## config.mk

```make
export PLATFORM = sky130hd
export DESIGN_NAME = exec_branch_unit_flat
export DESIGN_NICKNAME = d
export VERILOG_FILES = /design/src/rtl/exec_branch_unit_pkg.sv /design/src/rtl/exec_branch_unit_if.sv /design/src/rtl/exec_branch_unit_ras.sv /design/src/rtl/exec_branch_unit.sv /design/src/flat_wrapper.sv
export SDC_FILE = /design/constraint.sdc
export NUM_CORES = 1
export LEC_CHECK = 0
export CAP_MARGIN = 0
export CORE_MARGIN = 5
export CORE_UTILIZATION = 48
export CTS_BUF_LIST = sky130_fd_sc_hd__clkbuf_16
export DETAILED_ROUTE_END_ITERATION = 8
export PLACE_DENSITY = 0.74
export RECOVER_POWER = 100
export SLEW_MARGIN = 20
export SYNTH_ARGS = -nofsm -noshare
export SYNTH_HDL_FRONTEND = slang
export SYNTH_SLANG_ARGS = --single-unit
```

## constraint.sdc

```tcl
create_clock -name clk -period 5.7 [get_ports clk]
set_input_delay 1.425 -clock clk [delete_from_list [all_inputs] [get_ports clk]]
set_output_delay 1.425 -clock clk [all_outputs]
set_load 0.1 [all_outputs]
```

## src/rtl/exec_branch_unit_pkg.sv

```systemverilog
// exec_branch_unit_pkg: opcode constants, condition codes and flag ordering for the branch unit
package exec_branch_unit_pkg;
    localparam logic [5:0] OPC_BR_HI = 6'b001110;
    localparam logic [6:0] OPC_CALL  = 7'b0011110;
    localparam logic [6:0] OPC_RET   = 7'b0011111;
    localparam int FLG_C = 0;
    localparam int FLG_Z = 1;
    localparam int FLG_S = 2;
    localparam int FLG_V = 3;
    typedef logic [3:0] flags_t;
    typedef enum logic [3:0] {
        CC_AL, CC_Z, CC_NS, CC_S, CC_C, CC_V, CC_NZ, CC_NC,
        CC_NV, CC_LT, CC_GE, CC_LE, CC_GT, CC_LS, CC_HI, CC_NEVER
    } cond_e;
    // legacy (3-bit field) mode treats NZ/NC as never
    function automatic logic cond_eval(input cond_e cc, input flags_t f, input logic legacy);
        logic c, z, s, v, lt;
        c  = f[FLG_C];
        z  = f[FLG_Z];
        s  = f[FLG_S];
        v  = f[FLG_V];
        lt = s ^ v;
        case (cc)
            CC_AL:   cond_eval = 1'b1;
            CC_Z:    cond_eval = z;
            CC_NS:   cond_eval = ~s;
            CC_S:    cond_eval = s;
            CC_C:    cond_eval = c;
            CC_V:    cond_eval = v;
            CC_NZ:   cond_eval = ~legacy & ~z;
            CC_NC:   cond_eval = ~legacy & ~c;
            CC_NV:   cond_eval = ~v;
            CC_LT:   cond_eval = lt;
            CC_GE:   cond_eval = ~lt;
            CC_LE:   cond_eval = z | lt;
            CC_GT:   cond_eval = ~z & ~lt;
            CC_LS:   cond_eval = c | z;
            CC_HI:   cond_eval = ~c & ~z;
            default: cond_eval = 1'b0;
        endcase
    endfunction
endpackage

```

## src/rtl/exec_branch_unit_if.sv

```systemverilog
// exec_branch_unit_if: execute-stage instruction inputs and fetch redirect / RAS status outputs
interface exec_branch_unit_if #(
    parameter int ADDR  = 16,
    parameter int W_OPR = 16,
    parameter int W_OPC = 7,
    parameter int CNT_W = 4
);
    logic             flush_i;
    logic             v_i;
    logic [ADDR-1:0]  pc_i;
    logic [W_OPC-1:0] opecode_i;
    logic [W_OPR-1:0] opr0_i;
    logic [W_OPR-1:0] opr1_i;
    logic             carry_flag_i;
    logic             zero_flag_i;
    logic             sign_flag_i;
    logic             overflow_flag_i;
    logic             branch_o;
    logic [ADDR-1:0]  branch_addr_o;
    logic             ras_ovf_o;
    logic             ras_unf_o;
    logic [CNT_W-1:0] ras_cnt_o;
    modport master (
        output flush_i, v_i, pc_i, opecode_i, opr0_i, opr1_i,
               carry_flag_i, zero_flag_i, sign_flag_i, overflow_flag_i,
        input  branch_o, branch_addr_o, ras_ovf_o, ras_unf_o, ras_cnt_o
    );
    modport slave (
        input  flush_i, v_i, pc_i, opecode_i, opr0_i, opr1_i,
               carry_flag_i, zero_flag_i, sign_flag_i, overflow_flag_i,
        output branch_o, branch_addr_o, ras_ovf_o, ras_unf_o, ras_cnt_o
    );
endinterface

```

## src/rtl/exec_branch_unit_ras.sv

```systemverilog
// branch_ras: circular return-address stack with saturating count and overflow/underflow pulses
module branch_ras #(
    parameter int DEPTH = 8,
    parameter int W     = 16,
    parameter int CNT_W = $clog2(DEPTH) + 1
) (
    input  logic             clk,
    input  logic             rst,
    input  logic             i_push,
    input  logic             i_pop,
    input  logic [W-1:0]     i_data,
    output logic [W-1:0]     o_top,
    output logic             o_empty,
    output logic [CNT_W-1:0] o_cnt,
    output logic             o_ovf,
    output logic             o_unf
);
    localparam int PW = $clog2(DEPTH);
    logic [W-1:0]     r_mem [DEPTH];
    logic [PW-1:0]    r_ptr;
    logic [CNT_W-1:0] r_cnt;
    logic             r_ovf;
    logic             r_unf;
    logic             w_full;
    // r_ptr is the next write slot; when full it also holds the oldest entry
    assign w_full  = r_cnt == CNT_W'(DEPTH);
    assign o_empty = r_cnt == '0;
    assign o_top   = r_mem[r_ptr - PW'(1)];
    assign o_cnt   = r_cnt;
    assign o_ovf   = r_ovf;
    assign o_unf   = r_unf;
    always_ff @(posedge clk) begin
        if (rst) begin
            r_ptr <= '0;
            r_cnt <= '0;
            r_ovf <= 1'b0;
            r_unf <= 1'b0;
        end else begin
            r_ovf <= i_push & w_full;
            r_unf <= i_pop & o_empty;
            if (i_push) begin
                r_ptr <= r_ptr + PW'(1);
                r_cnt <= w_full ? r_cnt : r_cnt + CNT_W'(1);
            end else if (i_pop & ~o_empty) begin
                r_ptr <= r_ptr - PW'(1);
                r_cnt <= r_cnt - CNT_W'(1);
            end
        end
    end
    always_ff @(posedge clk) begin
        if (i_push) r_mem[r_ptr] <= i_data;
    end
endmodule

```

## src/rtl/exec_branch_unit.sv

```systemverilog
// exec_branch_unit: registered branch resolution with condition decode, CALL/RET via return-address stack
module exec_branch_unit
    import exec_branch_unit_pkg::*;
#(
    parameter int ADDR      = 16,
    parameter int W_OPR     = 16,
    parameter int W_OPC     = 7,
    parameter int COND_W    = 4,
    parameter int RAS_DEPTH = 8,
    parameter int INSN_STEP = 1
) (
    input logic clk,
    input logic rst,
    exec_branch_unit_if.slave bus
);
    logic            w_acc;
    logic            w_is_br;
    logic            w_is_call;
    logic            w_is_ret;
    logic            w_cond;
    logic            w_taken;
    logic            w_empty;
    logic            w_unused;
    logic [3:0]      w_cc;
    flags_t          w_flags;
    logic [ADDR-1:0] w_opr1;
    logic [ADDR-1:0] w_top;
    logic [ADDR-1:0] w_target;
    logic            r_branch;
    logic [ADDR-1:0] r_addr;
    assign w_acc     = bus.v_i & ~bus.flush_i;
    assign w_is_br   = bus.opecode_i[W_OPC-1:1] == OPC_BR_HI;
    assign w_is_call = bus.opecode_i == OPC_CALL;
    assign w_is_ret  = bus.opecode_i == OPC_RET;
    assign w_opr1    = bus.opr1_i[ADDR-1:0];
    assign w_cc      = 4'(bus.opr0_i[COND_W-1:0]);
    assign w_unused  = ^bus.opr0_i[W_OPR-1:COND_W];
    assign w_flags   = {bus.overflow_flag_i, bus.sign_flag_i, bus.zero_flag_i, bus.carry_flag_i};
    assign w_cond    = cond_eval(cond_e'(w_cc), w_flags, COND_W == 3);
    // RET on an empty stack does not redirect
    assign w_taken   = w_acc & (w_is_br & w_cond | w_is_call | w_is_ret & ~w_empty);
    assign w_target  = w_is_ret ? w_top
                     : (w_is_call | bus.opecode_i[0]) ? w_opr1
                     : bus.pc_i + w_opr1;
    branch_ras #(
        .DEPTH (RAS_DEPTH),
        .W     (ADDR)
    ) u_ras (
        .clk     (clk),
        .rst     (rst),
        .i_push  (w_acc & w_is_call),
        .i_pop   (w_acc & w_is_ret),
        .i_data  (bus.pc_i + ADDR'(INSN_STEP)),
        .o_top   (w_top),
        .o_empty (w_empty),
        .o_cnt   (bus.ras_cnt_o),
        .o_ovf   (bus.ras_ovf_o),
        .o_unf   (bus.ras_unf_o)
    );
    always_ff @(posedge clk) begin
        r_branch <= rst ? 1'b0 : w_taken;
        r_addr   <= (rst | ~w_taken) ? '0 : w_target;
    end
    assign bus.branch_o      = r_branch;
    assign bus.branch_addr_o = r_addr;
endmodule

```

## src/flat_wrapper.sv

```systemverilog
// flat-port wrapper written by rule: the top's interface ports become plain ports
module exec_branch_unit_flat import exec_branch_unit_pkg::*;
#(
    parameter int ADDR      = 16,
    parameter int W_OPR     = 16,
    parameter int W_OPC     = 7,
    parameter int COND_W    = 4,
    parameter int RAS_DEPTH = 8,
    parameter int INSN_STEP = 1
)
  (clk, rst, bus_flush_i, bus_v_i, bus_pc_i, bus_opecode_i, bus_opr0_i, bus_opr1_i, bus_carry_flag_i, bus_zero_flag_i, bus_sign_flag_i, bus_overflow_flag_i, bus_branch_o, bus_branch_addr_o, bus_ras_ovf_o, bus_ras_unf_o, bus_ras_cnt_o);
  exec_branch_unit_if #(.ADDR(ADDR), .W_OPR(W_OPR), .W_OPC(W_OPC), .CNT_W(4)) bus_i ();
  input logic clk;
  input logic rst;
  input wire logic [$bits(bus_i.flush_i)-1:0] bus_flush_i;
  input wire logic [$bits(bus_i.v_i)-1:0] bus_v_i;
  input wire logic [$bits(bus_i.pc_i)-1:0] bus_pc_i;
  input wire logic [$bits(bus_i.opecode_i)-1:0] bus_opecode_i;
  input wire logic [$bits(bus_i.opr0_i)-1:0] bus_opr0_i;
  input wire logic [$bits(bus_i.opr1_i)-1:0] bus_opr1_i;
  input wire logic [$bits(bus_i.carry_flag_i)-1:0] bus_carry_flag_i;
  input wire logic [$bits(bus_i.zero_flag_i)-1:0] bus_zero_flag_i;
  input wire logic [$bits(bus_i.sign_flag_i)-1:0] bus_sign_flag_i;
  input wire logic [$bits(bus_i.overflow_flag_i)-1:0] bus_overflow_flag_i;
  output wire logic [$bits(bus_i.branch_o)-1:0] bus_branch_o;
  output wire logic [$bits(bus_i.branch_addr_o)-1:0] bus_branch_addr_o;
  output wire logic [$bits(bus_i.ras_ovf_o)-1:0] bus_ras_ovf_o;
  output wire logic [$bits(bus_i.ras_unf_o)-1:0] bus_ras_unf_o;
  output wire logic [$bits(bus_i.ras_cnt_o)-1:0] bus_ras_cnt_o;
  assign bus_i.flush_i = bus_flush_i;
  assign bus_i.v_i = bus_v_i;
  assign bus_i.pc_i = bus_pc_i;
  assign bus_i.opecode_i = bus_opecode_i;
  assign bus_i.opr0_i = bus_opr0_i;
  assign bus_i.opr1_i = bus_opr1_i;
  assign bus_i.carry_flag_i = bus_carry_flag_i;
  assign bus_i.zero_flag_i = bus_zero_flag_i;
  assign bus_i.sign_flag_i = bus_sign_flag_i;
  assign bus_i.overflow_flag_i = bus_overflow_flag_i;
  assign bus_branch_o = bus_i.branch_o;
  assign bus_branch_addr_o = bus_i.branch_addr_o;
  assign bus_ras_ovf_o = bus_i.ras_ovf_o;
  assign bus_ras_unf_o = bus_i.ras_unf_o;
  assign bus_ras_cnt_o = bus_i.ras_cnt_o;
  exec_branch_unit #(.ADDR(ADDR), .W_OPR(W_OPR), .W_OPC(W_OPC), .COND_W(COND_W), .RAS_DEPTH(RAS_DEPTH), .INSN_STEP(INSN_STEP)) u_core (.clk(clk), .rst(rst), .bus(bus_i));
endmodule
```

# Yosys cells after proc, flatten, opt, wreduce, memory -nomap -nowiden
# Memories as Yosys holds them, arrays and structs flattened.
# Cells that the tools add are included.
# totals
ff_bits,26
ram_bits,128
in_bits,63
output_inout_bits,23
word_cells,72
memories,1
# mem_list
name,words,width,rd,rd_ports_with_merged_regs,wr,line_no,text
u_core.u_ras.r_mem,8,16,1,0,1,exec_branch_unit_ras.sv:19,logic [W-1:0] r_mem [DEPTH];
# op_classes
add_sub_neg,6
eq_ne,19
n_mux,10
bitwise_logic,26
reduce_logical,4
# op_table
op,count
== test 4 bit (second input constant),8
2-to-1 mux 16 bit,2
adder 16 x 1 -> 16 bit (second input constant),1
adder 16 bit,1
== test 4 x 3 -> 1 bit (second input constant),4
one-hot mux 1 bit (15 select lines),1
== test 7 x 5 -> 1 bit (second input constant),2
2-to-1 mux 4 bit,3
AND 1 bit,11
== test 4 x 2 -> 1 bit (second input constant),2
zero test 4 bit,2
inverter 1 bit,8
== test 6 x 4 -> 1 bit (second input constant),1
2-to-1 mux 3 bit,2
bitwise OR 1 bit,6
adder 4 x 1 -> 4 bit (second input constant),1
== test 4 x 1 -> 1 bit (second input constant),1
subtractor 4 x 1 -> 4 bit (second input constant),1
adder 3 x 1 -> 3 bit (second input constant),1
subtractor 3 x 1 -> 3 bit (second input constant),1
2-to-1 mux 1 bit,2
inequality test 2 bit (second input constant),1
AND reduction 2 bit,1
nonzero test 2 bit,1
XOR 1 bit,1

# Longest topological paths before layout
# logic_depth
depth_word,10
mapped_depth,12
ltp_nobuf,11

# Cells and area by module
# From an unflattened synthesis, not the netlist that was laid out.
# unflattened
hier_cells,560
hier_area_um2,7621.1
# modules_own_cells
mod,n_inst,cells_per_inst,area_each_um2,seq_area_each_um2
branch_ras,1,260,5393.9,4023.9
exec_branch_unit,1,300,2227.1,340.3

# Least setup slack after synthesis
# OpenSTA, ideal clock, no wires.
# synth_timing
kind,input to register
from,input port bus_opecode_i[5]
to,memory u_core.u_ras.r_mem[0][0] (enable)
setup_ps,430
arrival_ps,3992
t_required_ps,5270
slack_ps,1278
path_stages,6
path_buffers,0
cell_sequence,nand4b_1 nor3b_4 nand2_1 nor2_2 inv_1 nor4_1
# synth_via
elab_chain_cells,4
# synth_lines
item,line_no,text
from (decl),flat_wrapper.sv:18,input wire logic [$bits(bus_i.opecode_i)-1:0] bus_opecode_i;
== test 7 x 5 -> 1 bit,exec_branch_unit.sv:33,assign w_is_call = bus.opecode_i == OPC_CALL;
AND 1 bit,exec_branch_unit.sv:51,".i_push (w_acc & w_is_call),"
2-to-1 mux 1 bit,exec_branch_unit_ras.sv:51,if (i_push) r_mem[r_ptr] <= i_data;
2-to-1 mux 1 bit (not written as such),exec_branch_unit_ras.sv:51,
to (decl),exec_branch_unit_ras.sv:19,
# No other way between the ends.

# Worst setup path in the final report
# layout_timing
from,input port bus_opecode_i[4]
to,memory u_core.u_ras.r_mem[3][1] (enable)
# Same word-level chain as after synthesis.

==> results_dict.tcl <==
set metrics [dict create \
    rows 45 \
    clock-sinks 154 \
    grt_use_total_pct 19.0 \
    grt_remaining_overflow 0 \
    antenna_found_initial 0 \
    final_common_cell "edfxtp_1" \
    fp.dieW_um 134 \
    coreArea_mm2 0.0152 \
    final_nets 716 \
    start_util_pct 48.8 \
    combPwrFrac_pct 8.0 \
    crit_slowest_cell "clkbuf_1" \
    crit_path_end_kind "register" \
    required_ps 5740 \
    clock_skew_ps 4.87 \
    cts_max_level 4 \
    synth_cells 552 \
    grt_pass1_wl_um 26200 \
    pwr-share-seq_pct 48.4 \
    path_cells "dlygate4sd3_1 -> nand4b_1 -> nor3b_4 -> buf_4 -> nand2_1 -> nor2_1 -> inv_1 -> nor3_1 -> clkbuf_1" \
    finalSetupViolCount 0 \
    synth_cell_type_count 49 \
    yosysWarnings 0 \
    tightest_slew_ps 1310 \
    finalNonFillerCells 832 \
    ios 86 \
    dp_hpwl_um 11200 \
    synth_edf_count 128 \
    start_kind "primary input" \
    drtIter0Drc 315 \
    hp-class "reg -> reg" \
    fin_worst_hold_slack_ps 522 \
    worstPathArrival_ps 4410 \
    io_buffers 73 \
    cap_violations 0 \
    report.final.slew_viol_count 0 \
    cts_resized 0 \
    grt_setup_unrepaired "no" \
    insertion_delay_ps 420 \
    yosysSeqAreaShare_pct 58.8 \
    syn2layout_area_growth_pct 19.7 \
    die-area_mm2 0.0181 \
    vias_per_cell 5.81 \
    hold_buffers 0 \
    synth.cell_area_mm2 0.00742 \
    worstHoldPathCells 2 \
    dp_cells 800 \
    ant_nets 0 \
    synth_async_sr_flop_share_pct 0 \
    antenna_cells 0 \
    grt_max_degree 41 \
    cts_buffers 17 \
    avgSynthCellArea_um2 13.5 \
    ir_worst_vdd_mv 0.190 \
    clkTransAtPathRegs_ps 60 \
    post_dp_cell_area_mm2 0.00837 \
    post_cts.repair.setup_buffers 0 \
    slew_headroom_pct 12.5 \
    cts-root-buf "clkbuf_16" \
    p_int_mw 1.93 \
    reg2reg_depth 8 \
    dp_slack_ps 1230 \
    wl_um 16600 \
    swShare_pct 23.6 \
    criticalPathCategory "in -> reg" \
    path_max_fanout 35 \
    drive_gt1_share_pct 12.0 \
    clockPowerShare_pct 43.6 \
    drtPass1Iterations 6 \
    dr_total_vias 4833 \
    ys_ff_latch 154 \
    route.detailed.drc 0 \
    cts_tree "built" \
    setup_ws_ps 1330 \
    status "complete, no violations" \
    grt_pass1_vias 4963 \
    critPathMaxStageDelay_ps 900 \
    route.detailed.wl_per_inst_um 20.0 \
    fp.dieH_um 134 \
    fmax_ghz 0.229 \
    synth_fp_nets 637 \
    tns_ps 0 \
    clockBufferDepth 2 \
    p_per_area_mw_per_mm2 284 \
    p_leak_nw 3.17 \
    finalPower_mw 2.52 \
    synth-main-ff-cell "edfxtp_1" \
    period_share_pct 76.6 \
    p_switching_uw 595 \
    design_area_mm2 0.00889 \
    final_core_util_pct 58.5 \
    final.min_clock_period_ps 4370 \
    final_cell_mix "128 x edfxtp_1, 48 x nand2_1, 47 x clkdlybuf4s50_1, 42 x nor2_1, 36 x a21oi_1" \
    gp_congestion 0.872 \
    hold_viol_final 0 \
]
-- state kept, by name, summed over array words and instances (netlist names) --
name,flops
u_core.bus.branch_addr_o,16
u_core.bus.branch_o,1
u_core.u_ras.o_cnt,4
u_core.u_ras.o_ovf,1
u_core.u_ras.o_unf,1
u_core.u_ras.r_mem,128
u_core.u_ras.r_ptr,3
-- cells in the mapped netlist (all sizes together), types with 3 or more instances --
master | count | share of area [%]
nor2 | 42 | 2.2
xnor2 | 17 | 2.0
mux2i | 21 | 2.8
mux4 | 32 | 9.7
nor2b | 3 | 0.25
and3 | 7 | 0.59
o21a | 4 | 0.40
inv | 12 | 0.61
nand2 | 48 | 2.4
edfxtp | 128 | 52
ha | 20 | 3.4
clkbuf | 15 | 0.76
mux2 | 3 | 0.45
a21o | 5 | 0.51
dfxtp | 26 | 7.0
nand4 | 3 | 0.25
a21oi | 36 | 2.4
a31oi | 3 | 0.25
a211oi | 9 | 1.2
o211ai | 6 | 0.61
nor3 | 14 | 0.94
a221oi | 5 | 0.59
buf | 11 | 1.1
o21ai | 32 | 2.2
xor2 | 14 | 1.8
nand2b | 6 | 0.51
nor4 | 4 | 0.51
and2 | 3 | 0.25
nand3 | 9 | 0.61
-- area by class of cell --
type	instances	area, um^2
Fill cell	1144	6320
Sequential cell	154	4360
Multi-Input combinational cell	360	2860
Timing Repair Buffer	86	796
Clock buffer	17	425
Tap cell	188	235
Clock inverter	15	158
Inverter	12	45.0
-- per-layer routing --
layer	GRT usage, %	share of wire [%]
met4	6.17	1.1
met3	3.71	5.5
met2	33.0	51
met5	0	0
met1	24.1	42
-- path summary, 6_finish.rpt --
path / startpoint / end / slack [ps]
min: u_core.u_ras.o_cnt[3] / u_core.u_ras.o_ovf / 520
max reg2reg: u_core.u_ras.r_ptr[0] / u_core.bus.branch_addr_o[1] / 1770
max: bus_opecode_i[4] / u_core.u_ras.r_mem[3][1] / 1330
min reg2reg: u_core.u_ras.o_cnt[3] / u_core.u_ras.o_ovf / 520
-- power groups by stage --
stage	clock network, mW	logic [mW]	registers [mW]
detailed placement	0	0.200	1.25
global route	1.17	0.221	1.22
global placement	0	0.192	1.25
finish	1.10	0.202	1.22
floorplan	0	0.120	1.25
CTS	1.12	0.201	1.22
-- cells by family after synthesis --
kind of cell	synth area share, %
mux	13.0
compound gates	8.90
xor+xnor	3.76
flops	58.8
buf+inv	2.51
fa+ha+maj	3.91
simple gates	9.15
-- critical path: cells and delay by family --
family	cells	cell delay, ps
buf+inv	4	1970
simple gates	5	1000
(Power assumes the default switching activity.)
